--- src/rtl/sr_cmd_sequencer.sv ---
// sr_cmd_sequencer
//   Front end for a downstream SR flip-flop. Takes SET / RESET / TOGGLE
//   commands over a valid/ready handshake. Each command becomes one
//   fixed-width S or R pulse, followed by an idle guard gap. S and R are
//   never high together. q_exp holds a shadow copy of the flip-flop output
//   that the downstream Q is expected to show.
//
// Ports
//   clk        in   system clock, rising edge
//   rst_n      in   asynchronous active-low reset
//   cmd_valid  in   command present on cmd_op
//   cmd_op     in   [1:0] 00=NOP 01=SET 10=RESET 11=TOGGLE
//   cmd_ready  out  high only in IDLE (decoded from state alone)
//   S, R       out  registered set/reset drives
//   busy       out  high in DRIVE or GAP
//   q_exp      out  expected flip-flop Q after the last completed pulse
module sr_cmd_sequencer #(
    parameter int PULSE_CYCLES = 2,
    parameter int GAP_CYCLES   = 1,
    parameter int CNT_W        = 8
) (
    input  logic       clk,
    input  logic       rst_n,
    input  logic       cmd_valid,
    input  logic [1:0] cmd_op,
    output logic       cmd_ready,
    output logic       S,
    output logic       R,
    output logic       busy,
    output logic       q_exp
);

    localparam logic [1:0] OP_NOP    = 2'b00;
    localparam logic [1:0] OP_SET    = 2'b01;
    localparam logic [1:0] OP_RESET  = 2'b10;
    localparam logic [1:0] OP_TOGGLE = 2'b11;

    // A zero pulse width still produces a one-cycle pulse.
    localparam logic [CNT_W-1:0] PULSE_LOAD =
        (PULSE_CYCLES == 0) ? '0 : CNT_W'(PULSE_CYCLES - 1);
    localparam logic [CNT_W-1:0] GAP_LOAD =
        (GAP_CYCLES == 0) ? '0 : CNT_W'(GAP_CYCLES - 1);

    typedef enum logic [1:0] {
        IDLE  = 2'd0,
        DRIVE = 2'd1,
        GAP   = 2'd2
    } state_t;

    state_t           state_reg, state_next;
    logic [CNT_W-1:0] cnt_reg, cnt_next;
    logic             sel_s_reg, sel_s_next;   // 1: current pulse is S, 0: R
    logic             q_exp_reg, q_exp_next;
    logic             s_reg, s_next;
    logic             r_reg, r_next;

    always_ff @(posedge clk or negedge rst_n) begin
        if (!rst_n) begin
            state_reg <= IDLE;
            cnt_reg   <= '0;
            sel_s_reg <= 1'b0;
            q_exp_reg <= 1'b0;
            s_reg     <= 1'b0;
            r_reg     <= 1'b0;
        end else begin
            state_reg <= state_next;
            cnt_reg   <= cnt_next;
            sel_s_reg <= sel_s_next;
            q_exp_reg <= q_exp_next;
            s_reg     <= s_next;
            r_reg     <= r_next;
        end
    end

    always_comb begin
        state_next = state_reg;
        cnt_next   = cnt_reg;
        sel_s_next = sel_s_reg;
        q_exp_next = q_exp_reg;

        case (state_reg)
            IDLE: begin
                // NOP is accepted (ready is high) but starts nothing.
                if (cmd_valid && (cmd_op != OP_NOP)) begin
                    state_next = DRIVE;
                    cnt_next   = PULSE_LOAD;
                    sel_s_next = (cmd_op == OP_SET) ||
                                 ((cmd_op == OP_TOGGLE) && !q_exp_reg);
                end
            end
            DRIVE: begin
                if (cnt_reg == '0) begin
                    q_exp_next = sel_s_reg;
                    if (GAP_CYCLES > 0) begin
                        state_next = GAP;
                        cnt_next   = GAP_LOAD;
                    end else begin
                        state_next = IDLE;
                    end
                end else begin
                    cnt_next = cnt_reg - 1'b1;
                end
            end
            GAP: begin
                if (cnt_reg == '0) begin
                    state_next = IDLE;
                end else begin
                    cnt_next = cnt_reg - 1'b1;
                end
            end
            default: begin
                state_next = IDLE;
                cnt_next   = '0;
            end
        endcase

        // Registered outputs follow the next state, so the pulse lines up
        // exactly with the DRIVE cycles and both lines are mutually exclusive.
        s_next = (state_next == DRIVE) && sel_s_next;
        r_next = (state_next == DRIVE) && !sel_s_next;
    end

    // OP_RESET is implied by the selection logic; referenced to keep the
    // encoding table complete for readers.
    logic unused_op_reset;
    assign unused_op_reset = (cmd_op == OP_RESET);

    assign cmd_ready = (state_reg == IDLE);
    assign busy      = (state_reg != IDLE);
    assign S         = s_reg;
    assign R         = r_reg;
    assign q_exp     = q_exp_reg;

endmodule
--- config.mk ---
export PLATFORM = sky130hd
export DESIGN_NAME = sr_cmd_sequencer
export DESIGN_NICKNAME = d
export VERILOG_FILES = /design/src/rtl/sr_cmd_sequencer.sv
export SDC_FILE = /design/constraint.sdc
export NUM_CORES = 1
export LEC_CHECK = 0
export CAP_MARGIN = 40
export CORE_MARGIN = 3
export CORE_UTILIZATION = 40
export DETAILED_ROUTE_END_ITERATION = 8
export PLACE_DENSITY = 0.63
export SYNTH_ARGS = -nofsm -noshare
export SYNTH_HDL_FRONTEND = slang
export SYNTH_SLANG_ARGS = --single-unit
--- constraint.sdc ---
create_clock -name clk -period 1.9 [get_ports clk]
set_input_delay 0.38 -clock clk [delete_from_list [all_inputs] [get_ports clk]]
set_output_delay 0.38 -clock clk [all_outputs]
set_load 0.01 [all_outputs]
==> impl_summary.txt, run 1 <==
----------------------------------------------------
[Route]
  Via Count ... about 830
  Avg Vias per Cell ... 5.736
  Post-detailed-route count of antenna-violating nets ... 0
  Number of detailed-route iterations in the first pass ... 4
  Number of DRC markers in iteration 0 ... 26
  Avg WL per Cell ... ~16 um
  Drt total wl ... approximately 2300 um
  Number of DRC violations after detailed routing ... 0

[Die]
  Std cell rows ... 16
  Die W ... 53.46 um
  Io pins ... 10
  Floorplan die area ... approximately 2900 um^2
  Die height ... 53.46 um
  Core ar. ... about 2000 um^2
  Initial core utilization ... approximately 44%

[Timing]
  Skew final ... between 3 and 4 ps
  Final sum of negative setup slack ... 0 ps
  Worst hold margin ... 412.0 ps
  Minimum clock period ... between 1500 and 2000 ps
  Final worst setup slack ... a little over 100 ps
  Final Hold Viols ... 0
  Final setup viols ... 0
  Headroom to the max-slew limit ... 65.46%
  RSZ-0062 raised after global routing ... no
  Max-slew violation count ... 0
  Fin crit share ... a little over nine tenths
  Fmax ... 0.5567 GHz
  Worst Tran Pin Value ... about 510 ps

[CTS]
  Clock tree root driver cell ... sky130_fd_sc_hd__clkbuf_4
  Quantity of hold-fixing buffers added after cts ... 0
  Clock slew at the register clock pins of the worst setup and hold paths ... 80 ps
  Clock sink count ... 14
  Clock latency of the later-clocked register in the worst-skew pair ... 270 ps
  H-tree levels ... 1
  Number of buffers created by CTS ... 3
  Maximum buffer depth of the clock tree ... 2
  CTS tree ... done

[Run]
  Maximum Capacitance Violations ... 0

[Synthesis]
  Xor and xnor area share after synthesis ... under 10%
  Number of flops mapped to enable cells by yosys ... 0
  Post-synthesis async set-or-reset flop share ... between 90% and 100%
  Number of nets produced by synthesis ... around 100
  Dominant combinational cell family by area after synthesis ... compound AO/OA/AOI/OAI gates
  Synthesis Warnings ... 0
  Number of cells produced by synthesis ... 95
  Share of the yosys chip area belonging to registers ... about 40%
  Post-synth top area cell ... sky130_fd_sc_hd__dfrtp_1
  Area share of the leading cell type in the synthesized netlist ... about two fifths
  Dominant register cell in the synthesized netlist ... sky130_fd_sc_hd__dfrtp_1
  Total of flip-flops plus latches after synthesis ... 14
  Compound-cell area share of the yosys netlist ... 27.78%
  Dominant cells by area after synthesis ... sky130_fd_sc_hd__dfrtp_1 39%, sky130_fd_sc_hd__inv_1 4.2%, sky130_fd_sc_hd__a21oi_1 3.9%
  Simple-gate area share of the yosys netlist ... slightly below 20%
  Per-instance average area after synthesis ... 9.483 um^2
  Adder-cell area share of the yosys netlist ... approximately 2.8%
  Mapped cell area ... ~900 um^2
  Portion of netlist area occupied by mux cells ... between 1 and 1.5%
  Number of distinct library cells after synthesis ... 43

[Worst setup path]
  CP startpoint kind ... flop
  Data arrival at the endpoint of the critical path ... ~1400 ps
  Slowest stage delay, CP ... ~550 ps
  Critical-path cell list ... nor2_4 > clkdlybuf4s50_1
  Depth of the most critical reg-to-reg path ... 7
  Worst r2r dst ... cnt_reg[4]
  Kind of cell adding the most delay to the critical path ... buffers and inverters
  Register-to-register setup slack ... 120 ps
  WP buf/inv ... 1
  Crit Reg-Reg Startpoint ... cnt_reg[0]
  Crit Path Class ... flop to primary output
  Kind of capture point of the worst setup path ... primary output
  CP max stage cell ... sky130_fd_sc_hd__clkdlybuf4s50_1
  Crit Path Max Fanout ... 6
  Critical path required time ... between 1500 and 2000 ps

[Layout]
  Share of the core filled with cells in the final layout ... between 50% and 60%
  Flip-flop count of the largest register after layout ... 8
  Multi-input gate area in the final layout ... approximately 500 um^2
  Final nets ... roughly 130
  Antenna diodes ... 0
  FILL cells ... between 150 and 200
  Proportion of layout cells with a drive suffix above 1 ... approximately 25%
  Signed area change from the synthesized netlist to the final layout ... 26.53%
  Number of standard cells in the final layout excluding fillers ... ~140
  Seq. cell area ... about 350 um^2

[Pwr]
  Leakage power figure ... 0.4758 nW
  Power density over the cells ... ~1900 nW/um^2
  Switching share of power ... 44.82%
  Psw ... about 0.96 mW
  Internal power component ... ~1.2 mW
  Share of total power in the clock network ... 7.6%
  Maximum VDD drop ... roughly 0.94 mV
  Logic gate share of total power ... approximately two thirds
  Sequential cell fraction of total power ... between 20 and 30%

[Run status]
  Status ... finished, final reports clean

[Placed design]
  Number of buffer cells added on primary ports ... 9
  Post-DP HPWL ... roughly 1600 um
  Placement Setup Slack ... 24.03 ps
  Cell count after placement ... roughly 140
  Global placer's final weighted congestion ... 0.9244

[Global routing]
  Total grt overflow ... 0
  Vias in the first global route ... roughly 800
  Largest net degree at the start of global routing ... 15
  Initial antenna violation count ... 0
  Wire length of the first global-routing pass ... 3670 um
  Gr usage total ... a little under a fifth

[Hold path]
  Type of the tightest min-delay check ... input pin to asynchronous set/reset pin

----------------------------------------------------
stage by stage:
step,cell area (um^2),power (mW)
final,1140,2.140
after global routing,1140,2.324
after CTS,1095,2.038
after detailed placement,1069,1.859
after global placement,1069,1.841
after floorplan,900.9,1.449
power by group through the flow:
| stage | clock network (mW) | registers (mW) | logic [mW] |
|---|---|---|---|
| floorplan | 0 | 0.545 | 0.904 |
| global placement | 0 | 0.587 | 1.25 |
| detailed placement | 0 | 0.594 | 1.27 |
| CTS | 0.168 | 0.596 | 1.27 |
| global route | 0.186 | 0.607 | 1.53 |
| finish | 0.162 | 0.586 | 1.39 |
worst register-to-register path: stages, from the launching register on:
cell                       delay (ps)
sky130_fd_sc_hd__dfrtp_1          350
sky130_fd_sc_hd__inv_1             80
sky130_fd_sc_hd__ha_2             210
sky130_fd_sc_hd__nor4b_4          130
sky130_fd_sc_hd__buf_4            160
sky130_fd_sc_hd__a21o_4           230
sky130_fd_sc_hd__or4b_1           460
sky130_fd_sc_hd__o221ai_1          80
area by class of cell:
| type | count | share of cell area, % |
|---|---|---|
| Clock buffer | 3 | 1.976 |
| Timing Repair Buffer | 23 | 17.12 |
| Sequential cell | 14 | 30.85 |
| Tap cell | 27 | 2.964 |
| Multi-Input combinational cell | 67 | 43.80 |
| Inverter | 10 | 3.293 |
worst max path at each step:
stage            startpoint    endpoint  slack (ps)  depth (start not counted)
3_3_place_gp      cmd_op[1]  cnt_reg[5]          50                          6
3_5_place_dp      cmd_op[1]  cnt_reg[5]          20                          6
2_1_floorplan    cnt_reg[0]       q_exp         200                          6
5_1_grt          cnt_reg[0]  cnt_reg[4]          20                          7
6_report       state_reg[1]   cmd_ready         100                          2
4_1_cts        state_reg[1]   cmd_ready           6                          2
repair_timing:
action | CTS | global route
setup endpoints to repair | 2 | 9
pin swaps | 0 | 0
buffers inserted | 0 | 4
gates resized for setup | 2 | 3
metal layers:
metal / global-route usage [%] / part of all wire (%)
met4: 5.106 / 1.5
met1: 24.01 / 43
met5: 0 / 0
met2: 27.76 / 48
met3: 6.197 / 7.1
cell usage in the layout, fill, tap and decap left out, types with 2 or more instances in the layout:
master                            count
sky130_fd_sc_hd__dfrtp_1             13
sky130_fd_sc_hd__o21ai_0              2
sky130_fd_sc_hd__a32o_1               3
sky130_fd_sc_hd__nor2_1               3
sky130_fd_sc_hd__o211ai_1             2
sky130_fd_sc_hd__a21oi_1              7
sky130_fd_sc_hd__buf_4               14
sky130_fd_sc_hd__clkbuf_4             3
sky130_fd_sc_hd__o21ai_1              2
sky130_fd_sc_hd__o22ai_1              2
sky130_fd_sc_hd__clkdlybuf4s50_1      9
sky130_fd_sc_hd__nand2b_1             3
sky130_fd_sc_hd__a22oi_1              2
sky130_fd_sc_hd__nor3_1               3
sky130_fd_sc_hd__nand3_1              3
sky130_fd_sc_hd__and2_1               2
sky130_fd_sc_hd__nand2_1              4
sky130_fd_sc_hd__inv_1               10
sky130_fd_sc_hd__a211oi_1             3
synth_stat cells, types with 2 or more instances:
library cell,number
sky130_fd_sc_hd__a211oi_1,3
sky130_fd_sc_hd__a21oi_1,7
sky130_fd_sc_hd__a22oi_1,2
sky130_fd_sc_hd__a32o_1,3
sky130_fd_sc_hd__and2_1,2
sky130_fd_sc_hd__buf_6,2
sky130_fd_sc_hd__dfrtp_1,14
sky130_fd_sc_hd__ha_1,2
sky130_fd_sc_hd__inv_1,10
sky130_fd_sc_hd__nand2_1,4
sky130_fd_sc_hd__nand2b_1,3
sky130_fd_sc_hd__nand3_1,3
sky130_fd_sc_hd__nor2_1,4
sky130_fd_sc_hd__nor3_1,3
sky130_fd_sc_hd__o211ai_1,2
sky130_fd_sc_hd__o21ai_0,2
sky130_fd_sc_hd__o21ai_1,2
sky130_fd_sc_hd__o22ai_1,2
kinds of logic (layout without fill, tap and decap cells):
logic type,count (synthesis),count (layout)
AOI/OAI and AO/OA,35,35
xor gates and xnor gates,2,2
adders and majority gates,2,2
buffers and inverters,14,36
DFF,14,14
muxes,1,1
and+or+nand+nor,27,27
Power figures use the tool's default switching activity.
==> run 2: changes to the inputs <==
--- a/config.mk
+++ b/config.mk
@@ -6,7 +6,7 @@
 export NUM_CORES = 1
 export LEC_CHECK = 0
 export CAP_MARGIN = 40
-export CORE_MARGIN = 3
+export CORE_MARGIN = 1
 export CORE_UTILIZATION = 40
 export DETAILED_ROUTE_END_ITERATION = 8
 export PLACE_DENSITY = 0.63
==> impl_summary.txt, run 2 (same netlist as run 1, synthesis figures left out) <==
----------------------------------------------------
[Worst setup path]
  Depth of the most critical reg-to-reg path ... 7 (unchanged)
  Crit Path Class ... flop to primary output
  Kind of capture point of the worst setup path ... primary output
  CP startpoint kind ... flop
  Data arrival at the endpoint of the critical path ... 1440 ps (+20 ps)
  Register-to-register setup slack ... 90 ps (-30 ps)
  Worst r2r dst ... q_exp
  Critical path required time ... 1520 ps (about the same)
  Crit Reg-Reg Startpoint ... cnt_reg[0]
  Crit Path Max Fanout ... 5 (-1)

[Global routing]
  Gr usage total ... 21.06% (+2.9 points)
  Wire length of the first global-routing pass ... 3815 um (+4.0%)
  Initial antenna violation count ... 0 (unchanged)
  Vias in the first global route ... 777 (-1.4%)
  Largest net degree at the start of global routing ... 15 (unchanged)
  Total grt overflow ... 0 (unchanged)

[Timing]
  Final Hold Viols ... 0 (unchanged)
  Skew final ... 0.9443 ps (-2.185 ps)
  Max-slew violation count ... 0 (unchanged)
  Final setup viols ... 0 (unchanged)
  Headroom to the max-slew limit ... 68.08% (+2.6 points)
  Fmax ... 0.5490 GHz (-1.4%)
  Fin crit share ... 95.86% (+1.3 points)
  Worst Tran Pin Value ... 472.8 ps (-38.75 ps)
  RSZ-0062 raised after global routing ... no
  Minimum clock period ... 1821 ps (+25.25 ps)

[Die]
  Io pins ... 10 (unchanged)
  Core ar. ... 2042 um^2 (unchanged)
  Floorplan die area ... 2446 um^2 (-14%)
  Initial core utilization ... 44.12% (unchanged)
  Die height ... 49.46 um (-7.5%)
  Std cell rows ... 16 (unchanged)
  Die W ... 49.46 um (-7.5%)

[Layout]
  Antenna diodes ... 0 (unchanged)
  Most common cell after layout, fill and taps aside ... sky130_fd_sc_hd__dfrtp_1
  Final nets ... 125 (-0.79%)
  Signed area change from the synthesized netlist to the final layout ... 26.53% (unchanged)
  Commonest non-fill, non-tap cells in the layout ... 14 x sky130_fd_sc_hd__dfrtp_1, 13 x sky130_fd_sc_hd__buf_4, 10 x sky130_fd_sc_hd__inv_1, 9 x sky130_fd_sc_hd__clkdlybuf4s50_1, 7 x sky130_fd_sc_hd__a21oi_1
  Flip-flop count of the largest register after layout ... 8 (unchanged)
  Final std cell area, no fill ... 1140 um^2 (unchanged)
  Proportion of layout cells with a drive suffix above 1 ... 23.08% (-1.7 points)
  Number of standard cells in the final layout excluding fillers ... 144 (unchanged)

[CTS]
  Clock latency of the later-clocked register in the worst-skew pair ... 280 ps (about the same)
  Maximum buffer depth of the clock tree ... 2 (unchanged)
  CTS tree ... done
  H-tree levels ... 1 (unchanged)
  Number of post-CTS setup repair buffers ... 0 (unchanged)
  Clock slew at the register clock pins of the worst setup and hold paths ... 80 ps (about the same)
  Quantity of hold-fixing buffers added after cts ... 0 (unchanged)
  Clock sink count ... 14 (unchanged)
  Clock tree root driver cell ... sky130_fd_sc_hd__clkbuf_4
  Number of buffers created by CTS ... 3 (unchanged)

[Placed design]
  Post-DP HPWL ... 1624 um (+0.25%)
  Post-placement cell area ... 1091 um^2 (+2.1%)
  Cell count after placement ... 140 (+2.2%)
  Number of buffer cells added on primary ports ... 9 (unchanged)
  Global placer's final weighted congestion ... 0.9447 (+2.2%)

[Route]
  Drt total wl ... 2120 um (-6.1%)
  Number of DRC markers in iteration 0 ... 30 (+15%)
  Via Count ... 831 (+0.61%)
  Number of DRC violations after detailed routing ... 0 (unchanged)
  Avg Vias per Cell ... 5.771 (+0.61%)
  Post-detailed-route count of antenna-violating nets ... 0 (unchanged)
  Avg WL per Cell ... 14.72 um (-6.1%)
  Number of detailed-route iterations in the first pass ... 4 (unchanged)

[Pwr]
  Maximum VDD drop ... 1.022 mV (+9.0%)
  Leakage power figure ... 0.4801 nW (+0.92%)
  Power density over the cells ... 1889 nW/um^2 (+0.61%)

[Run status]
  Status ... finished, final reports clean

[Hold path]
  Type of the tightest min-delay check ... input pin to asynchronous set/reset pin

[Run]
  Maximum Capacitance Violations ... 0 (unchanged)

----------------------------------------------------
## run 2: cell types whose count changed in the layout (fill, tap and decap cells not counted), sizes merged
cell | previous run | this run
clkbuf | 3 | 4
buf | 14 | 13
## run 2: critical path, cell delays in order (launching register included)
cell and delay, ps:
sky130_fd_sc_hd__dfrtp_1 460, sky130_fd_sc_hd__nor2_4 140, sky130_fd_sc_hd__clkdlybuf4s50_1 560
## run 2: report_power, final
group          switching [mW]  internal [mW]
Sequential              0.145          0.438
Combinational           0.704          0.651
Clock                  0.0990          0.117
## run 2: area by class of cell
| class | count | area, um^2 |
|---|---|---|
| fill | 195 | 902.1 |
| multi-input combinational | 67 | 494.2 |
| timing repair buffer | 22 | 187.7 |
| clock buffer | 4 | 36.28 |
| tap | 27 | 33.78 |
| inverter | 10 | 37.54 |
| sequential | 14 | 350.3 |
## run 2: repair_timing
action                                  in CTS  in global routing
gates resized for setup                      1                  2
endpoints found under the setup margin       1                  3
pin swaps                                    0                  0
## run 2: per-layer routing
| layer | part of all wire [%] | global-route usage, % | routed length, um |
|---|---|---|---|
| met4 | 1.7 | 8.095 | 35 |
| met5 | 0 | 0 | 0 |
| met1 | 45 | 28.74 | 959 |
| met3 | 6.2 | 6.481 | 132 |
| met2 | 47 | 31.05 | 993 |
## run 2: metrics by stage
stage	utilization [%]	hold WS (ps)	TNS [ps]	setup WS [ps]	power, mW
global route	55.82	412.5	0	11.51	2.349
floorplan	-	84.41	0	201.7	1.449
finish	55.82	402.8	0	78.60	2.153
global placement	53.43	504.0	0	45.24	1.880
CTS	55.33	410.4	0	52.12	2.126
detailed placement	53.43	508.7	-5.936	-5.936	1.899
## run 2: worst max path at each step
stage | from | endpoint | slack (ps) | cells past startpoint
2_1_floorplan | cnt_reg[0] | q_exp | 200 | 6
3_3_place_gp | cmd_op[1] | cnt_reg[5] | 50 | 6
3_5_place_dp | cmd_op[1] | cnt_reg[5] | -6 | 6
4_1_cts | state_reg[1] | cmd_ready | 50 | 2
5_1_grt | cnt_reg[1] | q_exp | 10 | 7
6_report | state_reg[1] | cmd_ready | 80 | 2
==> run 3: changes to the inputs <==
--- a/config.mk
+++ b/config.mk
@@ -9,7 +9,7 @@
 export CORE_MARGIN = 1
 export CORE_UTILIZATION = 40
 export DETAILED_ROUTE_END_ITERATION = 8
-export PLACE_DENSITY = 0.63
+export PLACE_DENSITY_LB_ADDON = 0.05
 export SYNTH_ARGS = -nofsm -noshare
 export SYNTH_HDL_FRONTEND = slang
 export SYNTH_SLANG_ARGS = --single-unit
==> constraint.sdc (replaced) <==
create_clock -name clk -period 1.6 [get_ports clk]
set_input_delay 0.24 -clock clk [delete_from_list [all_inputs] [get_ports clk]]
set_output_delay 0.24 -clock clk [all_outputs]
set_load 0.01 [all_outputs]
==> impl_summary.txt, run 3 (same netlist as run 1, synthesis figures left out) <==
----------------------------------------------------
[Placed design]
  Number of buffer cells added on primary ports ... 9 (unchanged)
  Cell count after placement ... 152 (+8.6%)
  Post-DP HPWL ... 1717 um (+5.7%)
  Global placer's final weighted congestion ... 0.8697 (-7.9%)

[Die]
  Core ar. ... 2042 um^2 (unchanged)
  Die height ... 49.46 um (unchanged)
  Io pins ... 10 (unchanged)
  Floorplan die area ... 2446 um^2 (unchanged)
  Std cell rows ... 16 (unchanged)
  Initial core utilization ... 44.12% (unchanged)
  Die W ... 49.46 um (unchanged)

[Worst setup path]
  Critical path required time ... 1760 ps (+240 ps)
  Register-to-register setup slack ... -100 ps (-190 ps)
  Worst r2r dst ... cnt_reg[5]
  Data arrival at the endpoint of the critical path ... 1860 ps (+420 ps)
  Crit Reg-Reg Startpoint ... cnt_reg[1]
  Crit Path Class ... flop to flop
  Crit Path Max Fanout ... 2 (-3)
  Kind of capture point of the worst setup path ... flop
  CP startpoint kind ... flop
  Depth of the most critical reg-to-reg path ... 5 (-2)

[CTS]
  Clock sink count ... 14 (unchanged)
  Clock tree root driver cell ... sky130_fd_sc_hd__clkbuf_4
  H-tree levels ... 1 (unchanged)
  CTS tree ... done
  Clock latency of the later-clocked register in the worst-skew pair ... 270 ps (about the same)
  Number of buffers created by CTS ... 3 (unchanged)
  Clock slew at the register clock pins of the worst setup and hold paths ... 80 ps (about the same)
  Maximum buffer depth of the clock tree ... 2 (unchanged)
  Quantity of hold-fixing buffers added after cts ... 0 (unchanged)

[Timing]
  Final Hold Viols ... 0 (unchanged)
  Final sum of negative setup slack ... -346.0 ps (-346.0 ps)
  Final worst setup slack ... -97.45 ps (-176.0 ps)
  Max-slew violation count ... 0 (unchanged)
  Worst Tran Pin Value ... 455.5 ps (-17.28 ps)
  Fmax ... between 0.5 and 0.6 GHz
  Skew final ... 0.7967 ps (-0.1476 ps)
  RSZ-0062 raised after global routing ... yes
  Headroom to the max-slew limit ... 69.25% (+1.2 points)
  Final setup viols ... 9 (+9)
  Fin crit share ... 106.1%
  Minimum clock period ... between 1500 and 2000 ps

[Layout]
  Signed area change from the synthesized netlist to the final layout ... 40.97%
  Number of standard cells in the final layout excluding fillers ... 158 (+9.7%)
  Proportion of layout cells with a drive suffix above 1 ... 35.88% (+13 points)
  Flip-flop count of the largest register after layout ... 8 (unchanged)
  Most common cell after layout, fill and taps aside ... sky130_fd_sc_hd__buf_4
  Final nets ... 140 (+12%)
  Antenna diodes ... 0 (unchanged)
  Commonest non-fill, non-tap cells in the layout ... 26 x sky130_fd_sc_hd__buf_4, 14 x sky130_fd_sc_hd__dfrtp_1, 8 x sky130_fd_sc_hd__inv_1, 8 x sky130_fd_sc_hd__clkdlybuf4s50_1, 7 x sky130_fd_sc_hd__a21oi_1

[Route]
  Post-detailed-route count of antenna-violating nets ... 0 (unchanged)
  Avg WL per Cell ... 14.00 um (-4.9%)
  Number of detailed-route iterations in the first pass ... 4 (unchanged)
  Drt total wl ... 2212 um (+4.3%)
  Number of DRC markers in iteration 0 ... 14 (-53%)
  Avg Vias per Cell ... 5.608 (-2.8%)
  Via Count ... 886 (+6.6%)
  Number of DRC violations after detailed routing ... 0 (unchanged)

[Pwr]
  Total design power ... 2.836 mW (+32%)
  Maximum VDD drop ... 1.236 mV (+21%)
  Power density over the cells ... 2233 nW/um^2 (+18%)
  Leakage power figure ... 0.5527 nW (+15%)

[Run]
  Maximum Capacitance Violations ... 0 (unchanged)

[Global routing]
  Largest net degree at the start of global routing ... 15 (unchanged)
  Initial antenna violation count ... 0 (unchanged)
  Vias in the first global route ... 886 (+14%)
  Wire length of the first global-routing pass ... 4002 um (+4.9%)
  Total grt overflow ... 0 (unchanged)
  Gr usage total ... 21.50% (+0.44 points)

[Hold path]
  Type of the tightest min-delay check ... input pin to asynchronous set/reset pin

[Run status]
  Status ... finished with violations
  Violated checks ... negative setup slack

----------------------------------------------------
==> run 3: cell count changes in the layout (fill, tap and decap cells not counted), moves of 2 or more <==
cell,before,now
sky130_fd_sc_hd__buf_6,0,2
sky130_fd_sc_hd__inv_1,10,8
sky130_fd_sc_hd__inv_2,0,2
sky130_fd_sc_hd__nor2_2,0,2
sky130_fd_sc_hd__buf_4,13,26
==> run 3: final cells by class <==
cell class                      instances  area (um^2)
Tap cell                               27        33.78
Clock buffer                            3        22.52
Multi-Input combinational cell         67        519.2
Inverter                               10        37.54
Fill cell                             178        772.0
Sequential cell                        14        350.3
Timing Repair Buffer                   37        306.5
==> run 3: worst max-delay path by stage <==
stage	end	from	cells after the start	slack (ps)
floorplan	q_exp	cnt_reg[0]	6	-20
global placement	cnt_reg[5]	cnt_reg[1]	6	-110
detailed placement	cnt_reg[5]	cmd_op[1]	6	-130
CTS	cnt_reg[5]	cnt_reg[1]	6	-110
global route	cnt_reg[5]	cnt_reg[1]	6	-180
finish	cnt_reg[5]	cnt_reg[1]	5	-100
==> run 3: stage by stage <==
| stage | hold WS, ps | utilization [%] | setup slack, ps | cell area [um^2] |
|---|---|---|---|---|
| after detailed placement | 515.5 | 58.76 | -125.4 | 1200 |
| after CTS | 269.3 | 60.48 | -106.1 | 1235 |
| final | 266.9 | 62.19 | -97.45 | 1270 |
| after global routing | 281.1 | 62.19 | -179.1 | 1270 |
| after floorplan | -55.59 | - | -17.74 | 919.6 |
| after global placement | 510.3 | 58.76 | -111.3 | 1200 |
==> run 3: timing repair <==
item,CTS,global route
gates resized for setup,3,4
endpoints found under the setup margin,13,14
pin swaps,8,3
setup buffers,1,2
==> run 3: where the power goes <==
| group | leakage, nW | switching (mW) | internal [mW] |
|---|---|---|---|
| Combinational | 0.363 | 0.947 | 1.03 |
| Clock | 0.0138 | 0.105 | 0.0873 |
| Sequential | 0.176 | 0.143 | 0.521 |
==> run 3: worst max-delay path, cell delays in order (launching register included) <==
cell and delay, ps:
sky130_fd_sc_hd__dfrtp_1 410, sky130_fd_sc_hd__buf_6 130, sky130_fd_sc_hd__or4_4 530, sky130_fd_sc_hd__o21ai_2 150, sky130_fd_sc_hd__nand2_1 70, sky130_fd_sc_hd__a221o_1 300
==> run 3: routing by layer <==
| metal | vias to the layer above | GRT usage (%) | wire (um) |
|---|---|---|---|
| met3 | 2 | 5.556 | 85 |
| met1 | 429 | 30.23 | 1066 |
| met2 | 19 | 33.33 | 1053 |
| li1 | 436 | - | - |
| met5 | - | 0 | 0 |
| met4 | 0 | 4.286 | 6 |
